[config.mk]
export PLATFORM = sky130hd
export DESIGN_NAME = seq_divider
export DESIGN_NICKNAME = d
export VERILOG_FILES = /design/src/rtl/seq_divider_pkg.sv /design/src/rtl/seq_divider_div_step.sv /design/src/rtl/seq_divider.sv
export SDC_FILE = /design/constraint.sdc
export NUM_CORES = 1
export LEC_CHECK = 0
export ABC_AREA = 1
export CAP_MARGIN = 20
export CORE_MARGIN = 3
export CORE_UTILIZATION = 45
export DETAILED_ROUTE_END_ITERATION = 12
export GPL_TIMING_DRIVEN = 0
export PLACE_DENSITY = 0.68
export SETUP_SLACK_MARGIN = 0.05
export SLEW_MARGIN = 20
export SYNTH_ARGS = -nofsm -noshare
export SYNTH_HDL_FRONTEND = slang
export SYNTH_SLANG_ARGS = --single-unit
[constraint.sdc]
create_clock -name clk -period 3.75 [get_ports clk]
set_input_delay 0.75 -clock clk [delete_from_list [all_inputs] [get_ports clk]]
set_output_delay 0.75 -clock clk [all_outputs]
set_load 0.02 [all_outputs]
[src/rtl/seq_divider_pkg.sv]
// rtl/seq_divider_pkg.sv - shared types and sizing for the sequential divider
//
// Purpose : FSM state encoding and default sizing constants used by the
//           divider top level and its testbench.
// Ports   : none (package)
package seq_divider_pkg;

   localparam int DEF_WIDTH = 3;
   localparam int DW        = 2 * DEF_WIDTH;
   localparam int CNT_W     = $clog2(DW + 1);

   typedef enum logic [1:0] {
      IDLE = 2'd0,
      BUSY = 2'd1,
      DONE = 2'd2
   } state_t;

endpackage

[src/rtl/seq_divider_div_step.sv]
// rtl/seq_divider_div_step.sv - one restoring-division iteration
//
// Purpose : shifts the next dividend bit into the partial remainder and
//           conditionally subtracts the divisor, yielding one quotient bit.
// Ports   : r_i        partial remainder entering the step (always < divisor)
//           msb_i      dividend bit shifted in this step
//           divisor_i  denominator
//           r_o        partial remainder leaving the step (always < divisor)
//           q_o        quotient bit produced by this step
module div_step #(
   parameter int WIDTH = 3
) (
   input  logic [WIDTH-1:0] r_i,
   input  logic             msb_i,
   input  logic [WIDTH-1:0] divisor_i,
   output logic [WIDTH-1:0] r_o,
   output logic             q_o
);

   logic [WIDTH:0] shifted;

   always_comb begin
      shifted = {r_i, msb_i};
      if (shifted >= {1'b0, divisor_i}) begin
         // The true difference is below the divisor, so the low WIDTH
         // bits of a modular subtraction already hold it exactly.
         r_o = shifted[WIDTH-1:0] - divisor_i;
         q_o = 1'b1;
      end else begin
         r_o = shifted[WIDTH-1:0];
         q_o = 1'b0;
      end
   end

endmodule

[src/rtl/seq_divider.sv]
// rtl/seq_divider.sv - multi-cycle restoring divider with valid/ready handshakes
//
// Purpose : divides a 2*WIDTH-bit dividend by a WIDTH-bit divisor, one
//           quotient bit per clock. Divide-by-zero completes immediately.
// Ports   : clk, rst_n            clock, synchronous active-low reset
//           in_valid/in_ready     operand handshake
//           dividend, divisor     operands (unsigned)
//           out_valid/out_ready   result handshake
//           quotient, remainder   result, held stable until consumed
//           div_by_zero           divisor was zero for this result
module seq_divider
   import seq_divider_pkg::*;
#(
   parameter int WIDTH = DEF_WIDTH
) (
   input  logic                 clk,
   input  logic                 rst_n,
   input  logic                 in_valid,
   output logic                 in_ready,
   input  logic [2*WIDTH-1:0]   dividend,
   input  logic [WIDTH-1:0]     divisor,
   output logic                 out_valid,
   input  logic                 out_ready,
   output logic [2*WIDTH-1:0]   quotient,
   output logic [WIDTH-1:0]     remainder,
   output logic                 div_by_zero
);

   localparam int QW = 2 * WIDTH;
   localparam int CW = $clog2(QW + 1);

   state_t           state_q, state_d;
   logic [QW-1:0]    dq_q, dq_d;
   logic [WIDTH-1:0] r_q, r_d;
   logic [WIDTH-1:0] div_q, div_d;
   logic [CW-1:0]    cnt_q, cnt_d;
   logic [QW-1:0]    quot_q, quot_d;
   logic [WIDTH-1:0] rem_q, rem_d;
   logic             dbz_q, dbz_d;

   logic [WIDTH-1:0] step_r;
   logic             step_q;

   div_step #(.WIDTH(WIDTH)) u_step (
      .r_i       (r_q),
      .msb_i     (dq_q[QW-1]),
      .divisor_i (div_q),
      .r_o       (step_r),
      .q_o       (step_q)
   );

   always_comb begin
      state_d = state_q;
      dq_d    = dq_q;
      r_d     = r_q;
      div_d   = div_q;
      cnt_d   = cnt_q;
      quot_d  = quot_q;
      rem_d   = rem_q;
      dbz_d   = dbz_q;

      case (state_q)
         IDLE: begin
            if (in_valid) begin
               dq_d  = dividend;
               div_d = divisor;
               r_d   = '0;
               cnt_d = '0;
               if (divisor == '0) begin
                  state_d = DONE;
                  quot_d  = '1;
                  rem_d   = dividend[WIDTH-1:0];
                  dbz_d   = 1'b1;
               end else begin
                  state_d = BUSY;
               end
            end
         end
         BUSY: begin
            // dq doubles as the dividend shift register and the quotient
            // accumulator: each step consumes its MSB and fills its LSB.
            dq_d  = {dq_q[QW-2:0], step_q};
            r_d   = step_r;
            cnt_d = cnt_q + CW'(1);
            if (cnt_q == CW'(QW - 1)) begin
               state_d = DONE;
               quot_d  = {dq_q[QW-2:0], step_q};
               rem_d   = step_r;
               dbz_d   = 1'b0;
            end
         end
         DONE: begin
            if (out_ready) begin
               state_d = IDLE;
            end
         end
         default: state_d = IDLE;
      endcase
   end

   always_ff @(posedge clk) begin
      if (!rst_n) begin
         state_q <= IDLE;
         dq_q    <= '0;
         r_q     <= '0;
         div_q   <= '0;
         cnt_q   <= '0;
         quot_q  <= '0;
         rem_q   <= '0;
         dbz_q   <= 1'b0;
      end else begin
         state_q <= state_d;
         dq_q    <= dq_d;
         r_q     <= r_d;
         div_q   <= div_d;
         cnt_q   <= cnt_d;
         quot_q  <= quot_d;
         rem_q   <= rem_d;
         dbz_q   <= dbz_d;
      end
   end

   assign in_ready    = (state_q == IDLE);
   assign out_valid   = (state_q == DONE);
   assign quotient    = quot_q;
   assign remainder   = rem_q;
   assign div_by_zero = dbz_q;

endmodule

==> results of run 1 <==
==> layout by cell type, fill, tap and decap left out, types with 2 or more instances in the layout <==
cell	instances
nand2_2	3
inv_1	23
clkdlybuf4s50_1	24
ha_1	5
a31oi_1	3
nand2_4	4
a21oi_1	8
nand4_1	3
nand2_1	40
nand3_1	17
o211ai_2	2
nor2_2	6
nor2_1	22
inv_4	2
clkbuf_1	2
o21ai_1	2
o21ai_0	8
dfxtp_1	27
clkbuf_4	3
==> cell type report <==
type                       instances  area share, %
timing repair buffer              24          13.85
clock buffer                       4          1.515
buffer                             4          2.020
tap                               42          3.030
inverter                          27          6.421
sequential                        27          31.17
multi-input combinational        133          41.99
==> routing by layer <==
metal | routed length (um) | vias to the layer above | track usage (%)
met4 | 30 | 0 | 4.545
met3 | 199 | 6 | 5.372
met2 | 1534 | 47 | 31.07
li1 | - | 667 | -
met5 | 0 | - | 0
met1 | 1398 | 577 | 21.43
==> worst max-delay path by stage <==
stage | end | startpoint | slack [ps]
2_1_floorplan | out_valid | state_q[1]$_SDFFE_PN0P_ | 2250
3_3_place_gp | div_q[2]$_SDFFE_PN0P_ | rst_n | 1720
3_5_place_dp | dq_q[4]$_SDFFE_PN0P_ | rst_n | 1710
4_1_cts | in_ready | state_q[0]$_SDFFE_PN0P_ | 1400
5_1_grt | out_valid | state_q[1]$_SDFFE_PN0P_ | 1320
6_report | in_ready | state_q[0]$_SDFFE_PN0P_ | 1400
==> sequential cells by signal, summed over array words and instances (netlist names) <==
signal	flops
remainder	3
div_q	3
cnt_q	3
div_by_zero	1
dq_q	6
r_q	3
state_q	2
quotient	6
==> report_power, final <==
group | switching, mW | total [mW] | leakage, nW | internal, mW
Combinational | 0.433 | 0.715 | 0.561 | 0.282
Sequential | 0.0622 | 0.439 | 0.222 | 0.377
Clock | 0.0847 | 0.126 | 0.0150 | 0.0417
Total | 0.580 | 1.28 | 0.798 | 0.701
==> cells by family after synthesis <==
logic type               after synthesis  synth area share [%]
AND/OR/NAND/NOR                      100                 33.78
buffers and inverters                 31                 10.34
flip-flops                            27                 38.20
AO/OA/AOI/OAI                         26                 11.23
adder cells (fa/ha/maj)                6                 5.836
XOR/XNOR                               1                0.6190
==> critical path, delay by kind of cell, from the launching register on <==
kind,cells,cell delay (ps)
flops,1,420
simple gates,1,220
buf+inv,1,630
==> stage by stage <==
stage	utilization, %	worst slack, ps	power (mW)	hold WS, ps
floorplan	-	2248	0.9425	433.4
CTS	60.29	1395	1.283	489.8
global route	60.29	1323	1.384	509.4
detailed placement	59.37	1714	1.155	456.9
global placement	59.37	1725	1.131	452.1
finish	60.29	1399	1.281	482.6
==> results.ini, run 1 <==
[status]
status = completed

[sta]
period_minus_slack_ps = 2351
period_share_pct = 62.69
finClkSkew_ps = 7.042
fmax_ghz = 0.4254
relSlewSlack_pct = 71.35
finalSetupViolCount = 0
hold_viol = 0
rsz0062_at_grt = false
drv_slew = 0
worstMarginPinSlew_ps = 429.8
fin_setup_tns_ps = 0

[setup_path]
reg2reg_from = dq_q[5]$_SDFFE_PN0P_
cp_max_fo = 5
timing.rr.end = remainder[1]$_SDFFE_PN0P_
slowest_delay_ps = 630
cp_slowest_cell = clkdlybuf4s50_1
cp.required_ps = 3000
arrival_ps = 1600
reg2reg_slack_ps = 1930
worstSetupStartpointType = flop
reg2reg_depth = 10
end_kind = primary output
criticalPathCategory = flop to primary output
path_cells = nor2_4 > clkdlybuf4s50_1

[cts]
cts.sinks = 27
cts_buffer_depth = 2
clock_latency_ps = 330
post-cts-setup-buffers = 0
numCtsBuffers = 3
cts_tree = built
cts_root_buf = clkbuf_4
clkTransAtPathRegs_ps = 140
ctsHoldBuffers = 0
h-tree-depth = 1
post_cts_resized = 0

[finish]
syn_to_final_growth_pct = 22.55
multi_input_area_um2 = 728.2
drive_above_1_share_pct = 13.70
fin_area_mm2 = 0.001734
layout.cells.non_filler = 261
fillCellCount = 290
antenna_cells = 0
nets = 239
seq_area_um2 = 540.5

[placement]
dpl.hpwl_um = 2450
io_buffers = 24
gp_congestion = 0.8294
dpl_cell_area_mm2 = 0.001708
place_inst = 257

[synthesis]
synth_seq_area_share_pct = 38.20
synth_top_cell_area_share_pct = 38.20
synth_area_leaders = dfxtp_1 38%, nand2_1 11%, inv_1 6.1%
yosys_warnings = 0
synth_edf_count = 0
synth_most_common_cell = nand2_1
yosys-top-cells-count = 40 x nand2_1, 27 x dfxtp_1, 23 x inv_1, 22 x nor2_1, 17 x nand3_1
ys_seq_elements = 27
syn_area_mm2 = 0.001415
synth_top_area_cell = dfxtp_1
synth_nets = 210
synth_cell_type_count = 32
postSynthAreaPerCell_um2 = 7.409
ys_async_sr_fraction_pct = 0
synthFlopType = dfxtp_1
synth_cells = 191

[die]
die_w_um = 62.08
num_rows = 19
core-area_mm2 = 0.002877
ios = 25
die_y_um = 62.08
initial_utilization_pct = 49.20
dieArea_mm2 = 0.003853

[routing]
drt_pass1_iterations = 4
drt-vias-per-instance = 4.969
dr_total_vias = 1297
ant_nets = 0
drc_errors = 0
avgRoutedWirePerCell_um = 12.12
drtIter0Drc = 53
wirelength_um = 3163

[pwr]
power.density_mw_per_mm2 = 738.5
peakVddDrop_mv = 0.3772
leakagePower_nw = 0.7980

[global_routing]
overflow = 0
grt_max_degree = 15
grt_usage_pct = 17.90
grt_pass1_vias = 1170
grt_pass1_wl_um = 5085
antenna_found_initial = 0

[worst_hold_path]
min_to = quotient[2]$_SDFFE_PN0P_
hold_depth = 2
hp-start = quotient[2]$_SDFFE_PN0P_
min_path_type = flop to flop

[flow_run]
cap_viol_max_count = 0

Power figures use the tool's default switching activity.
==> run 2, diff against run 1 <==
--- a/config.mk
+++ b/config.mk
@@ -11,7 +11,7 @@
 export CORE_UTILIZATION = 45
 export DETAILED_ROUTE_END_ITERATION = 12
 export GPL_TIMING_DRIVEN = 0
-export PLACE_DENSITY = 0.68
+export PLACE_DENSITY = 0.71
 export SETUP_SLACK_MARGIN = 0.05
 export SLEW_MARGIN = 20
 export SYNTH_ARGS = -nofsm -noshare
==> constraint.sdc (replaced) <==
create_clock -name clk -period 2 [get_ports clk]
set_input_delay 0.4 -clock clk [delete_from_list [all_inputs] [get_ports clk]]
set_output_delay 0.4 -clock clk [all_outputs]
set_load 0.02 [all_outputs]
==> run 2 against run 1 <==
Compared with the run above:
- sequential power is 87% higher
- setup slack worse by 1200 ps
- routed wire length is 7.7% lower
- critical path depth is 8 higher
- core utilization is 0.087 points lower
- power is 84% higher
- clock power is 84% higher
- flip-flop and latch count stayed put
- register-to-register slack worse by 1700 ps
- critical endpoint is now remainder[1]$_SDFFE_PN0P_
- largest cell class unchanged
- largest power group unchanged
==> results.ini, run 2 (same netlist as run 1, synthesis figures left out) <==
[status]
status = completed

[global_routing]
grt_max_degree = 15
antenna_found_initial = 0
grt_usage_pct = 17.23
grt_pass1_wl_um = 5037
overflow = 0
grt_pass1_vias = 1159

[placement]
dpl.hpwl_um = 2315
dpl_cell_area_mm2 = 0.001708
io_buffers = 24
gp_congestion = 0.8139

[sta]
relSlewSlack_pct = 71.01
rsz0062_at_grt = false
fmax_ghz = 0.5566
finClkSkew_ps = 13.14
finalSetupViolCount = 0
period_share_pct = 89.82
fin_setup_tns_ps = 0
period_minus_slack_ps = 1796
drv_slew = 0
hold_ws_ps = 478.1
hold_viol = 0
worstMarginPinSlew_ps = 434.8

[pwr]
peakVddDrop_mv = 0.5936
leakagePower_nw = 0.8023
power.density_mw_per_mm2 = 1361

[finish]
nets = 239
fin_area_mm2 = 0.001732
drive_above_1_share_pct = 13.70
syn_to_final_growth_pct = 22.37
antenna_cells = 0
final_common_cell = nand2_1
layout_common_cells = 40 x nand2_1, 27 x dfxtp_1, 23 x inv_1

[cts]
clock_latency_ps = 320
clkTransAtPathRegs_ps = 150
post-cts-setup-buffers = 0
numCtsBuffers = 3
cts_root_buf = clkbuf_4
h-tree-depth = 1
cts_tree = built
cts_buffer_depth = 2
cts.sinks = 27

[setup_path]
worstSetupStartpointType = flop
startpoint = dq_q[5]$_SDFFE_PN0P_
timing.rr.end = remainder[1]$_SDFFE_PN0P_
reg2reg_from = dq_q[5]$_SDFFE_PN0P_
cp.required_ps = 2260
criticalPathCategory = flop to flop
reg2reg_depth = 10
setup.worst_path.end = remainder[1]$_SDFFE_PN0P_
arrival_ps = 2060
end_kind = flop
cp_max_fo = 5
reg2reg_slack_ps = 200

[routing]
drc_errors = 0
drt-vias-per-instance = 4.805
drtIter0Drc = 47
ant_nets = 0
wirelength_um = 2918
drt_pass1_iterations = 5
dr_total_vias = 1254
avgRoutedWirePerCell_um = 11.18

[die]
die_y_um = 62.08
num_rows = 19
initial_utilization_pct = 49.20
ios = 25
die_w_um = 62.08
dieArea_mm2 = 0.003853
core-area_mm2 = 0.002877

[flow_run]
cap_viol_max_count = 0

[worst_hold_path]
min_path_type = flop to flop

==> run 2: cell count changes in the layout (fill, tap and decap cells not counted), sizes merged <==
cell,before,now
clkdlybuf4s50,24,22
dlygate4sd2,0,2
==> run 2: worst max-delay path, cell delays in order, from the launching register on <==
cell	delay [ps]
dfxtp_1	400
inv_1	60
ha_1	190
fa_1	430
inv_1	70
nand2_1	40
nand3_1	200
nand3_1	130
nand2_1	90
nor2_1	40
nor2_1	80
==> run 2: how the worst min path moves through the flow <==
stage | start | end | slack [ps] | depth (start not counted)
floorplan | div_q[2]$_SDFFE_PN0P_ | div_q[2]$_SDFFE_PN0P_ | 430 | 2
finish | dq_q[3]$_SDFFE_PN0P_ | dq_q[3]$_SDFFE_PN0P_ | 480 | 2
detailed placement | dq_q[3]$_SDFFE_PN0P_ | dq_q[3]$_SDFFE_PN0P_ | 460 | 2
CTS | dq_q[3]$_SDFFE_PN0P_ | dq_q[3]$_SDFFE_PN0P_ | 480 | 2
global placement | quotient[2]$_SDFFE_PN0P_ | quotient[2]$_SDFFE_PN0P_ | 450 | 2
global route | dq_q[3]$_SDFFE_PN0P_ | dq_q[3]$_SDFFE_PN0P_ | 500 | 2
==> run 2: what timing repair did <==
| action | CTS | global route |
|---|---|---|
| endpoints found under the hold margin | 0 | 0 |
| endpoints found under the setup margin | 2 | 0 |
| hold buffers | 0 | 0 |
| resized for setup | 2 | 0 |
==> run 2: layout make-up <==
| cell class | count | area (um2) |
|---|---|---|
| multi-input cells | 133 | 728.2 |
| clock buffers | 4 | 26.28 |
| flip-flops and latches | 27 | 540.5 |
| inverters | 27 | 111.4 |
| plain buffers | 4 | 35.03 |
| well taps | 42 | 52.55 |
| repair buffers | 24 | 237.7 |
| fillers | 278 | 1145 |
==> run 2: power breakdown <==
group          leakage (nW)  switching, mW  internal [mW]
Combinational         0.566          0.786          0.518
Clock                0.0150          0.154         0.0780
Sequential            0.222          0.115          0.706
==> run 2: per-layer routing <==
| metal | wire length (um) | track usage [%] | vias up |
|---|---|---|---|
| met2 | 1450 | 30.92 | 28 |
| met4 | 0 | 0.9091 | 0 |
| met1 | 1308 | 21.86 | 561 |
| li1 | - | - | 665 |
| met3 | 159 | 4.132 | 0 |
| met5 | 0 | 0 | - |
==> run 2: stage by stage <==
stage	util, %	std cells	worst slack (ps)	total power [mW]
6_report	60.20	261	203.5	2.357
5_1_grt	60.20	261	73.00	2.576
4_1_cts	60.20	261	212.1	2.378
3_5_place_dp	59.37	257	266.8	2.153
3_3_place_gp	59.37	257	326.4	2.115
2_1_floorplan	-	191	499.8	1.767
==> run 3, diff against run 2 <==
--- a/config.mk
+++ b/config.mk
@@ -6,6 +6,7 @@
 export NUM_CORES = 1
 export LEC_CHECK = 0
 export ABC_AREA = 1
+export ABC_CLOCK_PERIOD_IN_PS = 2000
 export CAP_MARGIN = 20
 export CORE_MARGIN = 3
 export CORE_UTILIZATION = 45
==> results of run 3 <==
The final DEF is identical to that of run 2; final timing and power are the same.
